$ cat src/rtl/alarm_sounder_pkg.sv
// alarm_sounder_pkg: shared state encodings for the alarm sounder and the display block that decodes state_o
package alarm_sounder_pkg;

    localparam logic [1:0] ST_IDLE   = 2'd0;
    localparam logic [1:0] ST_RING   = 2'd1;
    localparam logic [1:0] ST_SNOOZE = 2'd2;
    localparam logic [1:0] ST_DONE   = 2'd3;

    typedef enum logic [1:0] {
        IDLE   = ST_IDLE,
        RING   = ST_RING,
        SNOOZE = ST_SNOOZE,
        DONE   = ST_DONE
    } state_t;

endpackage

$ cat src/rtl/alarm_sounder_if.sv
// alarm_sounder_if: control inputs and buzzer/indicator outputs of the alarm sounder
//   ring_in, snooze, dismiss, tick_4hz, tick_1hz : controls and timing strobes into the sounder
//   buzzer, led, snoozing, snooze_cnt, state_o   : drive and status out of the sounder
interface alarm_sounder_if;

    logic       ring_in;
    logic       snooze;
    logic       dismiss;
    logic       tick_4hz;
    logic       tick_1hz;
    logic       buzzer;
    logic       led;
    logic       snoozing;
    logic [1:0] snooze_cnt;
    logic [1:0] state_o;

    modport master (
        output ring_in, snooze, dismiss, tick_4hz, tick_1hz,
        input  buzzer, led, snoozing, snooze_cnt, state_o
    );

    modport slave (
        input  ring_in, snooze, dismiss, tick_4hz, tick_1hz,
        output buzzer, led, snoozing, snooze_cnt, state_o
    );

endinterface

$ cat src/rtl/alarm_sounder_tone_gen.sv
// alarm_tone_gen: square-wave tone, toggling every TONE_DIV cycles while en is high
//   CLK   : system clock
//   reset : asynchronous active-low reset
//   en    : run enable; when low the counter and tone are held at 0
//   tone  : registered tone output
module alarm_tone_gen #(
    parameter int TONE_DIV = 25000
) (
    input  logic CLK,
    input  logic reset,
    input  logic en,
    output logic tone
);

    localparam int W = (TONE_DIV > 1) ? $clog2(TONE_DIV) : 1;
    localparam logic [W-1:0] LAST = W'(TONE_DIV - 1);

    logic [W-1:0] cnt;

    always_ff @(posedge CLK or negedge reset) begin
        if (!reset) begin
            cnt  <= '0;
            tone <= 1'b0;
        end else if (!en) begin
            cnt  <= '0;
            tone <= 1'b0;
        end else if (cnt == LAST) begin
            cnt  <= '0;
            tone <= ~tone;
        end else begin
            cnt  <= cnt + 1'b1;
        end
    end

endmodule

$ cat src/rtl/alarm_sounder.sv
// alarm_sounder: turns the alarm ring level into a patterned buzzer drive with snooze, dismiss, escalation and timeout
//   CLK   : system clock
//   reset : asynchronous active-low reset
//   bus   : slave side of alarm_sounder_if (ring_in/snooze/dismiss/ticks in; buzzer/led/snoozing/snooze_cnt/state_o out)
module alarm_sounder
    import alarm_sounder_pkg::*;
#(
    parameter int TONE_DIV   = 25000,
    parameter int SNOOZE_S   = 300,
    parameter int TIMEOUT_S  = 60,
    parameter int ESCALATE_S = 30,
    parameter int MAX_SNOOZE = 3
) (
    input  logic           CLK,
    input  logic           reset,
    alarm_sounder_if.slave bus
);

    localparam int SW = $clog2(((SNOOZE_S > TIMEOUT_S) ? SNOOZE_S : TIMEOUT_S) + 1);
    localparam logic [SW-1:0] SEC_ESC      = SW'(ESCALATE_S);
    localparam logic [SW-1:0] SEC_SNZ_LAST = SW'(SNOOZE_S - 1);
    localparam logic [SW-1:0] SEC_TO_LAST  = SW'(TIMEOUT_S - 1);
    localparam logic [1:0]    SNZ_MAX      = 2'(MAX_SNOOZE);

    state_t        state, n_state;
    logic [SW-1:0] sec_cnt, n_sec;
    logic [1:0]    phase, n_phase, snooze_cnt, n_snooze_cnt;
    logic          tone, gate, led, snoozing;

    always_comb begin
        n_state      = state;
        n_snooze_cnt = snooze_cnt;
        case (state)
            IDLE:   if (bus.ring_in) n_state = RING;
            RING:   if (!bus.ring_in) n_state = IDLE;
                    else if (bus.dismiss) n_state = DONE;
                    else if (bus.snooze && snooze_cnt < SNZ_MAX) begin
                        n_state      = SNOOZE;
                        n_snooze_cnt = snooze_cnt + 2'd1;
                    end else if (bus.tick_1hz && sec_cnt == SEC_TO_LAST) n_state = DONE;
            SNOOZE: if (!bus.ring_in) n_state = IDLE;
                    else if (bus.dismiss) n_state = DONE;
                    else if (bus.tick_1hz && sec_cnt == SEC_SNZ_LAST) n_state = RING;
            DONE:   if (!bus.ring_in) n_state = IDLE;
        endcase
        // Any state change clears the second counter, swallowing a coincident tick.
        n_sec = (n_state != state || n_state == IDLE || n_state == DONE) ? '0 : sec_cnt + SW'(bus.tick_1hz);
        // Phase restarts on every entry to RING but keeps running into SNOOZE for the LED blink.
        n_phase = (n_state == IDLE || n_state == DONE || (n_state == RING && state != RING)) ? '0 : phase + 2'(bus.tick_4hz);
        if (n_state == IDLE) n_snooze_cnt = '0;
    end

    always_ff @(posedge CLK or negedge reset) begin
        if (!reset) begin
            state      <= IDLE;
            sec_cnt    <= '0;
            phase      <= '0;
            snooze_cnt <= '0;
            gate       <= 1'b0;
            led        <= 1'b0;
            snoozing   <= 1'b0;
        end else begin
            state      <= n_state;
            sec_cnt    <= n_sec;
            phase      <= n_phase;
            snooze_cnt <= n_snooze_cnt;
            gate       <= n_state == RING && (n_sec >= SEC_ESC || !n_phase[0]);
            led        <= n_state == RING || (n_state == SNOOZE && n_phase[1]);
            snoozing   <= n_state == SNOOZE;
        end
    end

    alarm_tone_gen #(.TONE_DIV(TONE_DIV)) u_tone (
        .CLK   (CLK),
        .reset (reset),
        .en    (state == RING),
        .tone  (tone)
    );

    // Both operands are flops; gate is already 0 outside RING, masking a tone edge taken on the exit clock.
    assign bus.buzzer     = tone & gate;
    assign bus.led        = led;
    assign bus.snoozing   = snoozing;
    assign bus.snooze_cnt = snooze_cnt;
    assign bus.state_o    = state;

endmodule

$ cat src/flat_wrapper.sv
// flat-port wrapper written by rule: the top's interface ports become plain ports
module alarm_sounder_flat import alarm_sounder_pkg::*;
#(
    parameter int TONE_DIV   = 25000,
    parameter int SNOOZE_S   = 300,
    parameter int TIMEOUT_S  = 60,
    parameter int ESCALATE_S = 30,
    parameter int MAX_SNOOZE = 3
)
  (CLK, reset, bus_ring_in, bus_snooze, bus_dismiss, bus_tick_4hz, bus_tick_1hz, bus_buzzer, bus_led, bus_snoozing, bus_snooze_cnt, bus_state_o);
  alarm_sounder_if bus_i ();
  input  logic CLK;
  input  logic reset;
  input wire logic [$bits(bus_i.ring_in)-1:0] bus_ring_in;
  input wire logic [$bits(bus_i.snooze)-1:0] bus_snooze;
  input wire logic [$bits(bus_i.dismiss)-1:0] bus_dismiss;
  input wire logic [$bits(bus_i.tick_4hz)-1:0] bus_tick_4hz;
  input wire logic [$bits(bus_i.tick_1hz)-1:0] bus_tick_1hz;
  output wire logic [$bits(bus_i.buzzer)-1:0] bus_buzzer;
  output wire logic [$bits(bus_i.led)-1:0] bus_led;
  output wire logic [$bits(bus_i.snoozing)-1:0] bus_snoozing;
  output wire logic [$bits(bus_i.snooze_cnt)-1:0] bus_snooze_cnt;
  output wire logic [$bits(bus_i.state_o)-1:0] bus_state_o;
  assign bus_i.ring_in = bus_ring_in;
  assign bus_i.snooze = bus_snooze;
  assign bus_i.dismiss = bus_dismiss;
  assign bus_i.tick_4hz = bus_tick_4hz;
  assign bus_i.tick_1hz = bus_tick_1hz;
  assign bus_buzzer = bus_i.buzzer;
  assign bus_led = bus_i.led;
  assign bus_snoozing = bus_i.snoozing;
  assign bus_snooze_cnt = bus_i.snooze_cnt;
  assign bus_state_o = bus_i.state_o;
  alarm_sounder #(.TONE_DIV(TONE_DIV), .SNOOZE_S(SNOOZE_S), .TIMEOUT_S(TIMEOUT_S), .ESCALATE_S(ESCALATE_S), .MAX_SNOOZE(MAX_SNOOZE)) u_core (.CLK(CLK), .reset(reset), .bus(bus_i));
endmodule
$ cat config.mk
export PLATFORM = sky130hd
export DESIGN_NAME = alarm_sounder_flat
export DESIGN_NICKNAME = d
export VERILOG_FILES = /design/src/rtl/alarm_sounder_pkg.sv /design/src/rtl/alarm_sounder_if.sv /design/src/rtl/alarm_sounder_tone_gen.sv /design/src/rtl/alarm_sounder.sv /design/src/flat_wrapper.sv
export SDC_FILE = /design/constraint.sdc
export NUM_CORES = 1
export LEC_CHECK = 0
export CAP_MARGIN = 25
export CORE_MARGIN = 2
export CORE_UTILIZATION = 45
export DETAILED_ROUTE_END_ITERATION = 10
export GPL_TIMING_DRIVEN = 0
export SYNTH_ARGS = -nofsm -noshare
export SYNTH_HDL_FRONTEND = slang
export SYNTH_SLANG_ARGS = --single-unit
$ cat constraint.sdc
create_clock -name CLK -period 7 [get_ports CLK]
set_input_delay 1.4 -clock CLK [delete_from_list [all_inputs] [get_ports CLK]]
set_output_delay 1.4 -clock CLK [all_outputs]
set_load 0.005 [all_outputs]
==> results of run 1 <==
[where the power goes]
part           switching (mW)  internal [mW]  leakage (nW)
Combinational           0.114         0.0887         0.379
Clock                  0.0704         0.0790        0.0472
Sequential             0.0217          0.224         0.465
[worst reg2reg max path, stage by stage, from the launching register on]
cell and delay [ns]:
dfrtp_1 0.44, or4b_4 0.58, or4_4 0.58, a21oi_4 0.28, inv_1 0.08, ha_1 0.25
or3_1 0.39, a211o_2 0.28, buf_6 0.14, o31ai_2 0.22
[cells in the final DEF (no fill, tap or decap), types with 2 or more instances in the layout]
master            n
clkbuf_8          6
nor3_1            4
nand2_1          13
a31oi_1           2
nor2_1           36
nand2b_1          8
and2_1            3
xor2_1           16
inv_1             7
clkdlybuf4s50_1  12
dfrtp_1          34
nand4_1           6
mux2i_1           2
nand3b_1          2
a21oi_1           3
nor4_1            5
xnor2_1           7
or2_2             3
or3_1             2
nand3_1           8
ha_1              7
[metrics by stage]
step	setup slack (ns)	std cells	utilization (%)	hold slack [ns]
final	2.94	253	55.6	0.463
after global routing	2.77	253	55.6	0.499
after CTS	2.94	253	55.6	0.460
after detailed placement	2.65	245	53.1	0.450
after global placement	2.68	245	53.2	0.448
after floorplan	3.36	184	-	0.433
[logic make-up (layout without fill, tap and decap cells)]
group | Yosys count | in the layout
AOI/OAI and AO/OA | 14 | 14
xor gates and xnor gates | 23 | 23
DFF | 34 | 34
and+or+nand+nor | 95 | 95
muxes | 2 | 2
adders and majority gates | 7 | 7
buffers and inverters | 9 | 30
[how the worst max path moves through the flow]
stage,startpoint,end,slack (ns),cells past startpoint
after floorplan,bus_tick_1hz,u_core.gate$_DFF_PN0_,3.36,9
after global placement,bus_tick_1hz,u_core.gate$_DFF_PN0_,2.68,10
after detailed placement,bus_tick_1hz,u_core.gate$_DFF_PN0_,2.65,10
after CTS,bus_tick_1hz,u_core.gate$_DFF_PN0_,2.94,10
after global routing,bus_tick_1hz,u_core.gate$_DFF_PN0_,2.77,10
final,bus_tick_1hz,u_core.gate$_DFF_PN0_,2.94,10
[state kept, by name, indices dropped and copies added (netlist names)]
signal / count
u_core.bus.led: 1
u_core.phase: 2
u_core.u_tone.cnt: 15
u_core.u_tone.tone: 1
u_core.bus.snooze_cnt: 2
u_core.bus.state_o: 2
u_core.sec_cnt: 9
u_core.gate: 1
u_core.bus.snoozing: 1
[area by class of cell]
class                      count  area, sq um  share of cell area [%]
buffer                         2         15.0                   0.721
clock buffer                   6         82.6                    3.97
clock inverter                 2         12.5                   0.601
inverter                       7         26.3                    1.26
multi-input combinational    141          910                    43.7
sequential                    34          851                    40.9
tap                           48         60.1                    2.88
timing repair buffer          13          125                    6.01
[metal layers]
layer	vias up	wire length [um]	global-route usage [%]
met5	-	0	0
met4	0	40	5.10
met3	6	113	5.83
met2	22	1490	26.7
met1	638	1560	21.9
li1	670	-	-
==> flow_summary.json, run 1 <==
{
  "worstReg2RegStart": "u_core.sec_cnt[2]$_DFF_PN0_",
  "syn_avg_cell_area_sq_um": 9.79,
  "drive_gt1_share_pct": 9.76,
  "path_clk_slew_ns": 0.07,
  "place_hpwl_um": 2310,
  "drv_slew": 0,
  "synthMuxAreaShare_pct": 1.11,
  "worst_r2r_path_depth": 9,
  "cts_buffers": 5,
  "status": "completed",
  "total_power_mw": 0.597,
  "fillers": 347,
  "max_stage_delay_ns": 0.57,
  "synth-simple-area-share_pct": 26.7,
  "synth_area_leaders": "dfrtp_1 (47%), xor2_1 (7.8%), nor2_1 (7.5%), ha_1 (4.9%), xnor2_1 (3.4%)",
  "synth.largest_area_cell": "dfrtp_1",
  "initial_utilization_pct": 48.1,
  "start_kind": "input pin",
  "worstPathRequired_ns": 7.20,
  "ys_warn_count": 0,
  "tns_ns": 0,
  "synth_cell_types": 35,
  "n_antenna_cell": 0,
  "first_pass_iters": 4,
  "synthCells": 184,
  "crit_fanout": 10,
  "power.density_mw_per_mm2": 287,
  "relSlewSlack_pct": 52.2,
  "grt_pass1_wl_um": 5740,
  "syn_area_sq_mm": 0.00180,
  "cts.sinks": 34,
  "synth_fa_ha_area_share_pct": 4.86,
  "synth_compound_area_share_pct": 6.60,
  "gp_congestion": 0.810,
  "postPlaceCellArea_sq_mm": 0.00199,
  "grt_use_total_pct": 16.9,
  "rrSetupSlack_ns": 3.69,
  "viasPerCell": 5.28,
  "synth_top_family_by_area": "simple AND/OR/NAND/NOR gates",
  "setup_viol": 0,
  "io_buffers": 13,
  "ys_ff_latch": 34,
  "rsz0062_at_grt": "no",
  "max-vdd-ir-drop_uv": 128,
  "antenna_found_initial": 0,
  "tightest_slew_ns": 0.717,
  "post-cts-setup-buffer-count": 0,
  "timing.rr.end": "u_core.gate$_DFF_PN0_",
  "seq_area_frac_synth_pct": 47.2,
  "vias": 1336,
  "cts-root-buf": "clkbuf_8",
  "core_area_sq_mm": 0.00374,
  "drt-initial-drc-count": 98,
  "cap_viol_max_count": 0,
  "dominantRegCellSynth": "dfrtp_1",
  "htree_levels": 2,
  "synth_top_area_share_pct": 47.2,
  "hold_class": "register to register",
  "leakagePower_nw": 0.891,
  "cts_buffer_depth": 2,
  "clk_latency_ns": 0.29,
  "crit_arrival_ns": 4.27,
  "synthArstFlopShare_pct": 100,
  "worstHoldStart": "u_core.u_tone.cnt[0]$_DFF_PN0_",
  "hold_viol": 0,
  "cts_tree": "built",
  "die-area_sq_mm": 0.00453,
  "fin_area_sq_mm": 0.00208,
  "grt_pass1_vias": 1325,
  "area_growth_pct": 15.6,
  "synth_xor_area_share_pct": 11.2,
  "synth_fp_nets": 198,
  "drc_errors": 0,
  "io-pin-count": 14,
  "end_kind": "register",
  "antenna_left": 0,
  "crit_chain": "clkdlybuf4s50_1 > nand4_1 > or4_4 > a21oi_4 > inv_1 > ha_1 > or3_1 > a211o_2 > buf_6 > o31ai_2",
  "post-synth-top-count-cell": "nor2_1",
  "fin_skew_ns": 0.00692,
  "synth_edf_count": 0,
  "setup.worst_path.class": "input pin to register",
  "path_buf_inv": 3,
  "hold_depth": 1,
  "critPathTopFamily": "simple AND/OR/NAND/NOR gates",
  "die_w_um": 67.3,
  "gr-total-overflow": 0,
  "cts_resized": 0,
  "postCtsHoldBufs": 0,
  "slowest_stage": "or4_4",
  "grt_max_degree": 35,
  "row_count": 22,
  "wl_per_cell_um": 12.6,
  "fmax_mhz": 246,
  "hold_end": "u_core.u_tone.cnt[0]$_DFF_PN0_",
  "period_needed_ns": 4.06,
  "dieHeight_um": 67.3,
  "yosys-top-cells-count": "nor2_1 (36), dfrtp_1 (34), xor2_1 (16)",
  "timing.final.crit_share_pct": 58.0,
  "wl_um": 3200,
  "fin_nets": 218
}
(Power assumes the default switching activity.)
==> run 2, diff against run 1 <==
==> constraint.sdc (replaced) <==
create_clock -name CLK -period 3.91 [get_ports CLK]
set_input_delay 0.782 -clock CLK [delete_from_list [all_inputs] [get_ports CLK]]
set_output_delay 0.782 -clock CLK [all_outputs]
set_load 0.005 [all_outputs]
==> results of run 2 <==
Same layout as run 1 (identical final DEF). Status: completed.
Main changes from that run: setup slack after placement 2.65 ns -> 0.175 ns; setup slack after layout 2.94 ns -> 0.465 ns; register-to-register setup slack 3.69 ns -> 0.60 ns; total power 0.597 mW -> 1.07 mW; worst IR drop on VDD 128 uV -> 229 uV
==> run 3, diff against run 2 <==
--- a/config.mk
+++ b/config.mk
@@ -5,6 +5,7 @@
 export SDC_FILE = /design/constraint.sdc
 export NUM_CORES = 1
 export LEC_CHECK = 0
+export ABC_AREA = 1
 export CAP_MARGIN = 25
 export CORE_MARGIN = 2
 export CORE_UTILIZATION = 45
==> flow_summary.json, run 3 <==
{
  "first_pass_iters": 4,
  "hold_viol": 0,
  "end_kind": "register",
  "rrSetupSlack_ns": 1.55,
  "initial_utilization_pct": 46.8,
  "wl_per_cell_um": 11.1,
  "final_cell_mix": "nand2_1 (40), nor2_1 (38), inv_1 (37), dfrtp_1 (34), clkdlybuf4s50_1 (12)",
  "hold_class": "register to register",
  "vias": 1461,
  "worstPathRequired_ns": 4.13,
  "gp_congestion": 0.787,
  "synthArstFlopShare_pct": 100,
  "postCtsHoldBufs": 0,
  "fin_area_sq_mm": 0.00216,
  "die_w_um": 68.7,
  "grt_pass1_wl_um": 5760,
  "place_hpwl_um": 2610,
  "htree_levels": 2,
  "die-area_sq_mm": 0.00472,
  "syn_area_sq_mm": 0.00188,
  "fin_skew_ns": 0.00248,
  "fmax_mhz": 350,
  "cts_buffer_depth": 2,
  "tightest_slew_ns": 0.769,
  "yosys-top-cells-count": "nand2_1 (40), nor2_1 (38), inv_1 (37)",
  "syn_avg_cell_area_sq_um": 8.09,
  "io_buffers": 13,
  "power.density_mw_per_mm2": 477,
  "seq_area_frac_synth_pct": 45.2,
  "status": "completed",
  "cts-root-buf": "clkbuf_8",
  "synth_top_area_share_pct": 45.2,
  "leakagePower_nw": 1.05,
  "clk_latency_ns": 0.28,
  "drc_errors": 0,
  "grt_max_degree": 35,
  "crit_arrival_ns": 3.07,
  "cts_tree": "built",
  "fillers": 385,
  "reg.largest.list": "u_core.u_tone.cnt: 15 flops, u_core.sec_cnt: 9 flops",
  "synth_fp_nets": 247,
  "wl_um": 3360,
  "ys_ff_latch": 34,
  "synth_top_family_by_area": "simple AND/OR/NAND/NOR gates",
  "synth_area_leaders": "dfrtp_1 (45%), nand2_1 (8.0%), nor2_1 (7.6%), inv_1 (7.4%), ha_1 (4.6%)",
  "synthMuxAreaShare_pct": 0.531,
  "use_met1_pct": 21.2,
  "grt_use_total_pct": 16.6,
  "area_growth_pct": 14.8,
  "relSlewSlack_pct": 48.7,
  "crit_fanout": 6,
  "io-pin-count": 14,
  "final_common_cell": "nand2_1",
  "dominantRegCellSynth": "dfrtp_1",
  "tns_ns": 0,
  "synth_xor_area_share_pct": 1.86,
  "post-cts-setup-buffer-count": 0,
  "seqCellArea_sq_um": 851,
  "multiInputGateArea_sq_um": 875,
  "drt-initial-drc-count": 53,
  "path_clk_slew_ns": 0.07,
  "rsz0062_at_grt": "no",
  "fin_nets": 267,
  "core_area_sq_mm": 0.00403,
  "gr-total-overflow": 0,
  "start_kind": "input pin",
  "dieHeight_um": 68.7,
  "cap_viol_max_count": 0,
  "hold_slack_ns": 0.474,
  "synth_cell_types": 31,
  "viasPerCell": 4.81,
  "synthCells": 233,
  "synth-simple-area-share_pct": 33.7,
  "synth_compound_area_share_pct": 5.64,
  "drv_slew": 0,
  "cts_resized": 0,
  "setup.worst_path.class": "input pin to register",
  "busiest_layer": "met2",
  "antenna_found_initial": 0,
  "ys_warn_count": 0,
  "largest_reg_flops": 15,
  "setup_viol": 0,
  "post-synth-top-count-cell": "nand2_1",
  "dpl_worst_slack_ns": 0.715,
  "synth_fa_ha_area_share_pct": 4.65,
  "met2_usage_pct": 27.0,
  "n_antenna_cell": 0,
  "synth_edf_count": 0,
  "row_count": 23,
  "synth.largest_area_cell": "dfrtp_1",
  "antenna_left": 0,
  "grtUsageMet3_pct": 3.90,
  "cts_buffers": 5,
  "period_needed_ns": 2.86,
  "cts.sinks": 34,
  "max-vdd-ir-drop_uv": 305,
  "timing.final.crit_share_pct": 73.0,
  "grt_pass1_vias": 1346,
  "finalWorstSetupSlack_ns": 1.05,
  "drive_gt1_share_pct": 14.2,
  "postPlaceCellArea_sq_mm": 0.00207,
  "regMostFlops": "u_core.u_tone.cnt"
}
==> run 3: cell count changes in the layout (fill, tap and decap cells not counted), moves of 4 or more <==
| cell | previous run | this run |
|---|---|---|
| inv_1 | 7 | 37 |
| nand2_1 | 13 | 40 |
| xor2_1 | 16 | 3 |
| nand2b_1 | 8 | 0 |
| nor2_2 | 0 | 8 |
| nand2_2 | 0 | 6 |
| xnor2_1 | 7 | 1 |
| inv_2 | 0 | 4 |
| nor3b_1 | 0 | 4 |
| nor4_1 | 5 | 1 |
==> run 3: metal layers <==
layer	vias up	part of all wire (%)	wire length, um
met2	16	48	1610
met5	-	0	0
met4	0	1.7	57
li1	784	-	-
met3	6	2.7	90
met1	655	48	1610
==> run 3: final timing paths <==
check	start	endpoint	cells past startpoint
setup / recovery	bus_tick_1hz	u_core.gate$_DFF_PN0_	15
hold / removal	u_core.u_tone.cnt[0]$_DFF_PN0_	u_core.u_tone.cnt[0]$_DFF_PN0_	1
setup reg to reg	u_core.sec_cnt[2]$_DFF_PN0_	u_core.gate$_DFF_PN0_	15
hold reg to reg	u_core.u_tone.cnt[0]$_DFF_PN0_	u_core.u_tone.cnt[0]$_DFF_PN0_	1
max in group asynchronous	reset	u_core.bus.state_o[0]$_DFF_PN0_	1
min in group asynchronous	reset	u_core.u_tone.cnt[12]$_DFF_PN0_	1
==> run 3: report_power, final <==
group | total [mW] | switching (mW) | internal [mW]
sequential | 0.429 | 0.0305 | 0.398
combinational | 0.335 | 0.205 | 0.130
clock | 0.268 | 0.126 | 0.142
total | 1.03 | 0.362 | 0.670
==> run 3: stage by stage <==
stage	power, mW	util (%)	cells
5_1_grt	1.11	53.7	304
6_report	1.03	53.7	304
3_3_place_gp	0.778	51.6	296
4_1_cts	1.05	53.7	304
2_1_floorplan	0.658	-	233
3_5_place_dp	0.778	51.4	296
==> run 3: kinds of logic (layout without fill, tap and decap cells) <==
group | Yosys count | in the layout
flip-flops | 34 | 34
adder cells (fa/ha/maj) | 7 | 7
buffers and inverters | 42 | 63
AO/OA/AOI/OAI | 16 | 16
AND/OR/NAND/NOR | 129 | 129
XOR/XNOR | 4 | 4
multiplexers | 1 | 1
==> run 3: cell type report <==
cell class | instances | area share, %
clock inverter | 1 | 0.231
buffer | 1 | 0.231
tap | 50 | 2.89
timing repair buffer | 13 | 5.78
multi-input combinational | 157 | 40.4
clock buffer | 7 | 3.99
sequential | 34 | 39.3
inverter | 41 | 7.11
==> run 3: worst max-delay path, stage by stage <==
cell             delay [ns]
clkdlybuf4s50_1        0.49
nand2_1                0.07
nor2_2                 0.14
nand3_2                0.10
nand2_1                0.07
nand2_1                0.06
nand3_1                0.18
inv_1                  0.07
ha_1                   0.23
or2_2                  0.31
nor2_2                 0.19
nand3_1                0.12
nor2_1                 0.12
nor2_1                 0.06
nor2_1                 0.08
